`src/rtl/reorder_buffer.sv`:
```
`default_nettype none
// ============================================================================
// Module      : reorder_buffer
// Description : In-order reorder buffer. Allocates entries from rename, marks
//               them complete by tag and retires completed entries strictly in
//               program order, at most one per cycle.
//               Optional protocol checking is enabled by defining ROB_CHECK_EN;
//               without it err is tied to 0.
// Revision    : 1.0 - initial release
// ============================================================================
module reorder_buffer #(
    parameter int DEPTH  = 16,
    parameter int TAG_W  = $clog2(DEPTH),
    parameter int AREG_W = 5,
    parameter int PREG_W = 6
) (
    input  logic              clk,
    input  logic              rst,
    input  logic              flush,
    input  logic              alloc_valid,
    output logic              alloc_ready,
    input  logic              alloc_has_rd,
    input  logic [AREG_W-1:0] alloc_rd,
    input  logic [PREG_W-1:0] alloc_pd,
    input  logic [PREG_W-1:0] alloc_old_pd,
    output logic [TAG_W-1:0]  alloc_tag,
    input  logic              cmpl_valid,
    input  logic [TAG_W-1:0]  cmpl_tag,
    output logic              retire_valid,
    output logic              retire_has_rd,
    output logic [AREG_W-1:0] retire_rd,
    output logic [PREG_W-1:0] retire_pd,
    output logic [PREG_W-1:0] retire_old_pd,
    output logic [TAG_W:0]    count,
    output logic              err
);

    localparam logic [TAG_W:0] c_full = (TAG_W+1)'(DEPTH);

    // Per-entry state
    logic [DEPTH-1:0]  r_valid;
    logic [DEPTH-1:0]  r_done;
    logic              r_has_rd [DEPTH];
    logic [AREG_W-1:0] r_rd     [DEPTH];
    logic [PREG_W-1:0] r_pd     [DEPTH];
    logic [PREG_W-1:0] r_old_pd [DEPTH];

    logic [TAG_W-1:0]  r_head;
    logic [TAG_W-1:0]  r_tail;
    logic [TAG_W:0]    r_count;

    logic              w_alloc_fire;
    logic              w_retire_fire;

    // Full check uses the pre-edge count, so a same-edge retire never frees a slot
    assign alloc_ready   = (r_count != c_full);
    assign alloc_tag     = r_tail;
    assign count         = r_count;
    assign w_alloc_fire  = alloc_valid && alloc_ready;
    assign w_retire_fire = r_valid[r_head] && r_done[r_head];

    // Pointers, occupancy, valid/done bits and the registered retire port
    always_ff @(posedge clk) begin
        if (rst) begin
            r_head        <= '0;
            r_tail        <= '0;
            r_count       <= '0;
            r_valid       <= '0;
            r_done        <= '0;
            retire_valid  <= 1'b0;
            retire_has_rd <= 1'b0;
            retire_rd     <= '0;
            retire_pd     <= '0;
            retire_old_pd <= '0;
        end else if (flush) begin
            // retire_* payload deliberately holds across a flush
            r_head       <= '0;
            r_tail       <= '0;
            r_count      <= '0;
            r_valid      <= '0;
            r_done       <= '0;
            retire_valid <= 1'b0;
        end else begin
            // A completion to the slot being allocated sees valid=0 and is dropped
            if (cmpl_valid && r_valid[cmpl_tag]) begin
                r_done[cmpl_tag] <= 1'b1;
            end
            if (w_alloc_fire) begin
                r_valid[r_tail] <= 1'b1;
                r_done[r_tail]  <= 1'b0;
                r_tail          <= r_tail + 1'b1;
            end
            retire_valid <= w_retire_fire;
            if (w_retire_fire) begin
                r_valid[r_head] <= 1'b0;
                r_head          <= r_head + 1'b1;
                retire_has_rd   <= r_has_rd[r_head];
                retire_rd       <= r_rd[r_head];
                retire_pd       <= r_pd[r_head];
                retire_old_pd   <= r_old_pd[r_head];
            end
            r_count <= r_count + (TAG_W+1)'(w_alloc_fire) - (TAG_W+1)'(w_retire_fire);
        end
    end

    // Entry payload storage; only meaningful while the matching valid bit is set
    always_ff @(posedge clk) begin
        if (!rst && !flush && w_alloc_fire) begin
            r_has_rd[r_tail] <= alloc_has_rd;
            r_rd[r_tail]     <= alloc_rd;
            r_pd[r_tail]     <= alloc_pd;
            r_old_pd[r_tail] <= alloc_old_pd;
        end
    end

`ifdef ROB_CHECK_EN
    logic r_err;
    logic w_cmpl_bad;
    logic w_alloc_bad;

    assign w_cmpl_bad  = cmpl_valid && (!r_valid[cmpl_tag] || r_done[cmpl_tag]);
    assign w_alloc_bad = alloc_valid && !alloc_ready;

    // Sticky protocol error; inputs are ignored on a flush edge so nothing is flagged there
    always_ff @(posedge clk) begin
        if (rst) begin
            r_err <= 1'b0;
        end else if (!flush && (w_cmpl_bad || w_alloc_bad)) begin
            r_err <= 1'b1;
        end
    end

    assign err = r_err;
`else
    assign err = 1'b0;
`endif

endmodule
`default_nettype wire

```
`config.mk`:
```
export PLATFORM = sky130hd
export DESIGN_NAME = reorder_buffer
export DESIGN_NICKNAME = d
export VERILOG_FILES = /design/src/rtl/reorder_buffer.sv
export SDC_FILE = /design/constraint.sdc
export NUM_CORES = 1
export LEC_CHECK = 0
export BUFFER_PORTS_ARGS = -buffer_cell sky130_fd_sc_hd__clkbuf_2
export CAP_MARGIN = 25
export CORE_MARGIN = 2
export CORE_UTILIZATION = 55
export DETAILED_ROUTE_END_ITERATION = 16
export PLACE_DENSITY = 0.75
export SYNTH_ARGS = -nofsm -noshare
export SYNTH_HDL_FRONTEND = slang
export SYNTH_SLANG_ARGS = --single-unit
```
`constraint.sdc`:
```
create_clock -name clk -period 3 [get_ports clk]
set_input_delay 0.3 -clock clk [delete_from_list [all_inputs] [get_ports clk]]
set_output_delay 0.3 -clock clk [all_outputs]
set_load 0.005 [all_outputs]
```
Word-level counts from Yosys, hierarchy flattened:

Memory sizes are Yosys's and may differ from the RTL's. A register that Yosys moved wholly into a read port is not among the register bits.
Index checks and enable logic that the tools add are counted.

* $add $sub $neg: 4
* order comparisons: 6
* equality and inequality tests: 1
* multiplexer cells: 22
* bitwise logic cells: 7
* reduce and logical (&&, ||, !) cells: 12

Operators with widths (count)
* 2-to-1 mux 16 bit: 8
* AND 16 bit: 2
* inverter 16 bit: 2
* OR 16 bit: 2
* less-than comparator 4 x 5 -> 1 bit, second input constant: 3
* binary-select mux 1 bit (select 4 bit): 3
* demux 1 bit (select 4 bit): 3
* greater-or-equal comparator 4 x 1 -> 1 bit, second input constant: 3
* adder 4 x 1 -> 4 bit, second input constant: 2
* logical AND 1 bit: 8
* 2-to-1 mux 1 bit: 8
* adder 5 x 1 -> 5 bit: 1
* inequality test 5 bit, second input constant: 1
* subtractor 5 x 1 -> 5 bit: 1
* zero test 1 bit: 2
* AND reduction 2 bit: 1
* OR reduction 2 bit: 1
* inverter 1 bit: 1

* flip-flop bits (word level): 46
* bits in writable memories: 288
* input bits: 27
* output and inout port bits: 30
* word-level logic and storage cells: 62
* memories kept: 4

Memory list
* r_old_pd: depth 16, bits a word 6, rd ports 1, clocked after memory_dff 1, wr ports 1, RTL line 46 `logic [PREG_W-1:0] r_old_pd [DEPTH];`
* r_pd: depth 16, bits a word 6, rd ports 1, clocked after memory_dff 1, wr ports 1, RTL line 45 `logic [PREG_W-1:0] r_pd [DEPTH];`
* r_rd: depth 16, bits a word 5, rd ports 1, clocked after memory_dff 1, wr ports 1, RTL line 44 `logic [AREG_W-1:0] r_rd [DEPTH];`
* r_has_rd: depth 16, bits a word 1, rd ports 1, clocked after memory_dff 1, wr ports 1, RTL line 43 `logic r_has_rd [DEPTH];`

Depth between registers and ports, before layout:

* word-level depth: 10
* depth in mapped cells: 17
* gate-level depth less buffers: 15

Worst setup path after synthesis:

No wires, ideal clock.

* path type: flip-flop to flip-flop
* start point: reg r_count[2], in the netlist count[2]
* end point: mem r_has_rd[14] (enable)
* setup time: 0.416 ns
* arrival time: 2.650 ns
* required time: 2.584 ns
* setup slack: -0.066 ns
* stages on the path, launching flop included: 8
* path buffers: 1
* clock period less this slack: 3.066 ns
* cell sequence: dfxtp_1 inv_1 ha_1 nand4bb_1 and2_1 clkbuf_1 nand2_1 nor3_1

* longest elaborated chain between the ends: 5

RTL lines
* from (decl): RTL line 50 `logic [TAG_W:0] r_count;`
* from (signal assigned): RTL line 102 `r_count <= r_count + (TAG_W+1)'(w_alloc_fire) - (TAG_W+1)'(w_retire_fire);`
* inequality test 5 bit: RTL line 56 `assign alloc_ready = (r_count != c_full);`
* net alloc_ready: RTL line 21 `output logic alloc_ready,`
* logical AND 1 bit: RTL line 59 `assign w_alloc_fire = alloc_valid && alloc_ready;`
* logical AND 1 bit: RTL line 108 `if (!rst && !flush && w_alloc_fire) begin`
* 2-to-1 mux 1 bit: RTL line 108
* 2-to-1 mux 1 bit (not written as such): RTL line 109 `r_has_rd[r_tail] <= alloc_has_rd;`
* to (decl): RTL line 43

The timed path passes the listed nets, and every way through them passes these cells.

Final worst setup path:

* start point: reg r_head[3]
* end point: reg r_count[4], in the netlist count[4]

* longest elaborated chain between the ends: 4
* elaborated cells on any way between the ends: 6
* classes of those cells: add/sub: 1; mux: 4; reduce/logical: 1

RTL lines
* from (decl): RTL line 48 `logic [TAG_W-1:0] r_head;`
* from (signal assigned): RTL line 96 `r_head <= r_head + 1'b1;`
* binary-select mux 1 bit (select 4 bit): RTL line 60 `assign w_retire_fire = r_valid[r_head] && r_done[r_head];`
* 2-to-1 mux 1 bit (not written as such): RTL line 60
* logical AND 1 bit *: RTL line 60
* subtractor 5 x 1 -> 5 bit *: RTL line 102

Every way passes the cells marked *; elsewhere a longest branch is shown, timed or not. The select of a mux whose other input is x is not followed.
A chain may end at the register's enable or synchronous reset.

==> impl_metrics.py <==
metrics = {
    "flow_run": {
        "maxCapViolations": 0,
    },
    "clock_tree": {
        "cts.htree.levels": 2,
        "clock_edge_transition_at_the_registers_on_the_reported_setup_and_hold_paths_ns": 0.06,
        "cts_tree": "done",
        "cts_hold_buffers": 0,
        "clk_sinks": 352,
        "postCtsSetupBuffers": 0,
        "cts_buffers": 37,
        "clk-insertion-delay-late_ns": 0.53,
        "root_buffer": "clkbuf_16",
        "ctsLongestPathBuffers": 3,
    },
    "synthesis": {
        "ys_ff_latch": 352,
        "number_of_enable_flip_flop_cells_after_synthesis": 288,
        "synth_top_area_cell": "edfxtp_1",
        "most_frequently_used_cell_type_in_the_post_synthesis_netlist": "edfxtp_1",
        "distinct_cell_type_count_after_synthesis": 53,
        "yosysSeqAreaShare_pct": 71.07,
        "ys_warns": 0,
        "synth.avg_cell_area_sq_um": 17.27,
        "yosys_most_used_dff": "edfxtp_1",
        "ys_top_cells_by_count": "edfxtp_1, mux4_2, dfxtp_1",
        "async_flop_share_pct": 0,
        "syn_inst": 809,
        "yosys-top-cells-area": "edfxtp_1, mux4_2, dfxtp_1",
        "synthDominantCellAreaShare_pct": 61.90,
        "synth.cell_area_sq_mm": 0.01397,
        "mappedNetlistNets": 851,
    },
    "critical_path": {
        "critical_path.max_stage_delay_ns": 0.51,
        "slowest_cp_cell": "dfxtp_1",
        "worstPathBufferInverterCount": 4,
        "critical-path-top-cell-by-count": "inv_1",
        "critical_path_cell_list": "inv_1, a311oi_2, a32o_2, nor2_4, ha_1, inv_1, ha_1, inv_1, fa_1, inv_1, a21oi_1, nor2_1, or3_1, a21oi_1",
        "cp-start-kind": "flip-flop",
        "path_delay_family": "compound AO/OA/AOI/OAI gates",
        "worst_ep_arrival_ns": 3.16,
        "startpoint_to_endpoint_class_of_the_critical_path": "flip-flop to flip-flop",
        "timing.critical_path.fanout_max": 9,
        "crit_path_end_kind": "flip-flop",
        "cp_data_required_time_ns": 3.46,
    },
    "timing": {
        "final_period_minus_worst_setup_slack_ns": 2.707,
        "hold_ws_ns": 0.1605,
        "max_freq_mhz": 369.4,
        "timing.final.setup_violations": 0,
        "worst-slew-pin-transition_ns": 0.6592,
        "timing.clock.skew_ns": 0.01486,
        "max-slew-margin-rel_pct": 55.78,
        "maxSlewViolCount": 0,
        "setup-tns-final_ns": 0,
        "timing.final.hold_violations": 0,
        "grt_setup_unrepaired": "no",
        "fin_crit_share_pct": 90.23,
    },
    "cells_and_area": {
        "syn_to_final_growth_pct": 14.61,
        "final_layout_size_suffix_gt1_share_pct": 27.38,
        "design.final.nets": 929,
        "seqCellArea_sq_mm": 0.009938,
        "multi_input_area_sq_mm": 0.003782,
        "finalInstanceArea_sq_mm": 0.01601,
        "fillCellCount": 1734,
    },
    "floorplan": {
        "dieArea_sq_mm": 0.02669,
        "floorplan.core_area_sq_mm": 0.02504,
        "num_io_pins": 57,
        "dieWidth_um": 163.4,
        "floorplan.initialDensity_pct": 55.80,
        "std_cell_rows": 58,
        "dieHeight_um": 163.4,
    },
    "grt": {
        "grt_max_degree": 78,
        "globalRoute.totalOverflow": 0,
        "grt_antenna_before_repair": 1,
        "grt.total_usage_pct": 25.04,
        "grt_first_pass_wirelength_mm": 49.19,
        "grt_pass1_vias": 8041,
    },
    "power_and_ir_drop": {
        "sw_frac_of_total_pct": 19.75,
        "power.static_leakage_nw": 5.176,
        "net_switching_component_of_the_power_mw": 1.966,
        "irDropWorstVdd_mv": 0.5063,
        "power_mw": 9.952,
        "power.clock.fraction_pct": 44.9,
        "seqPwrFrac_pct": 53.2,
        "internal_power_mw": 7.986,
        "power.combinational.fraction_pct": 1.9,
        "power.density_cell_area_mw_per_mm2": 621.5,
    },
    "placed_design": {
        "post_place_instance_area_sq_mm": 0.01482,
        "post_detailed_placement_half_perimeter_wirelength_mm": 18.53,
        "portBuffers": 55,
        "gp_routability_congestion": 0.8540,
    },
    "route": {
        "dr.pass1.iters": 5,
        "route.detailed.vias_per_inst": 6.473,
        "vias": 8052,
        "route.final.wire_length_mm": 32.20,
        "antenna_left": 0,
        "detail_route.drc_violations": 0,
        "wire_per_inst_um": 25.89,
        "number_of_design_rule_violations_left_by_the_first_detailed_router_iteration": 889,
    },
    "status": {
        "run_status": "finished clean",
    },
    "min_path": {
        "hold_class": "primary input to flip-flop",
    },
}
-- timing repair --
action	CTS	global route
resized for setup	0	2
hold endpoints to repair	0	0
endpoints found under the setup margin	0	1
-- stage by stage --
stage	cells	worst slack (ns)	utilization [%]
4_1_cts	1243	0.2051	63.93
3_5_place_dp	1178	0.2177	59.19
3_3_place_gp	1178	0.2170	59.19
5_1_grt	1244	0.02317	63.95
2_1_floorplan	809	0.2317	-
6_report	1244	0.2931	63.95
-- cells by family after synthesis --
| group | share of synthesized area [%] |
|---|---|
| mux | 12.09 |
| other cells | 0.02684 |
| xor+xnor | 0.3135 |
| fa+ha+maj | 1.397 |
| flops | 71.07 |
| compound gates | 7.765 |
| buf+inv | 2.436 |
| simple gates | 4.899 |
-- power by group through the flow --
stage                     clock [mW]  sequential (mW)  combinational [mW]
after floorplan                    0             5.40              0.0793
after global placement             0             5.40               0.180
after detailed placement           0             5.40               0.184
after CTS                       4.51             5.30               0.185
after global routing            4.70             5.30               0.205
final                           4.47             5.30               0.187
-- cells in the final DEF (no fill, tap or decap), drive strengths merged, types with 4 or more instances in the layout --
| cell type | count |
|---|---|
| edfxtp | 288 |
| clkbuf | 105 |
| mux4 | 75 |
| dfxtp | 64 |
| a21oi | 49 |
| buf | 43 |
| a22oi | 36 |
| nor2 | 33 |
| nand2 | 32 |
| nand4 | 19 |
| o31ai | 18 |
| a311oi | 17 |
| ha | 14 |
| inv | 14 |
| a211oi | 12 |
| clkinv | 11 |
| a31oi | 9 |
| o21ai | 8 |
| and3 | 8 |
| nor3 | 6 |
| and3b | 5 |
| nand3 | 4 |
-- metal layers --
| metal | track usage (%) | vias to the layer above | part of all wire [%] |
|---|---|---|---|
| li1 | - | 3444 | - |
| met1 | 35.96 | 4101 | 41 |
| met2 | 38.91 | 439 | 47 |
| met3 | 5.003 | 68 | 8.9 |
| met4 | 8.568 | 0 | 3.1 |
| met5 | 0 | - | 0 |
-- final cells by class --
cell class,count,area share (%)
Antenna cell,1,0.01563
Clock buffer,50,6.345
Clock inverter,15,1.071
Inverter,14,0.3282
Multi-Input combinational cell,384,23.62
Sequential cell,352,62.07
Tap cell,330,2.579
Timing Repair Buffer,98,3.970
-- path summary, 6_finish.rpt --
path                                 start                            end  slack (ns)  cells after the start
max                 r_head[3]$_SDFFE_PP0N_            count[4]$_SDFF_PP0_        0.29                     14
max reg2reg         r_head[3]$_SDFFE_PP0N_            count[4]$_SDFF_PP0_        0.29                     14
min reg2reg  retire_old_pd[1]$_SDFFE_PP0P_  retire_old_pd[1]$_SDFFE_PP0P_        0.47                      2
min                             cmpl_valid           r_done[8]$_SDFF_PP0_        0.16                      3
-- worst min-delay path: cells and delay by family --
family / cells / cell delay (ns)
AOI/OAI and AO/OA: 2 / 0.19
buffers and inverters: 1 / 0.13
-- state kept, by name, summed over array words and instances, names as in the netlist --
| signal | count |
|---|---|
| r_head | 4 |
| r_pd | 96 |
| r_valid | 16 |
| retire_has_rd | 1 |
| retire_old_pd | 6 |
| count | 5 |
| r_done | 16 |
| r_has_rd | 16 |
| retire_valid | 1 |
| alloc_tag | 4 |
| retire_rd | 5 |
| r_old_pd | 96 |
| r_rd | 80 |
| retire_pd | 6 |
Note: power is estimated with default switching activity, not from simulation.
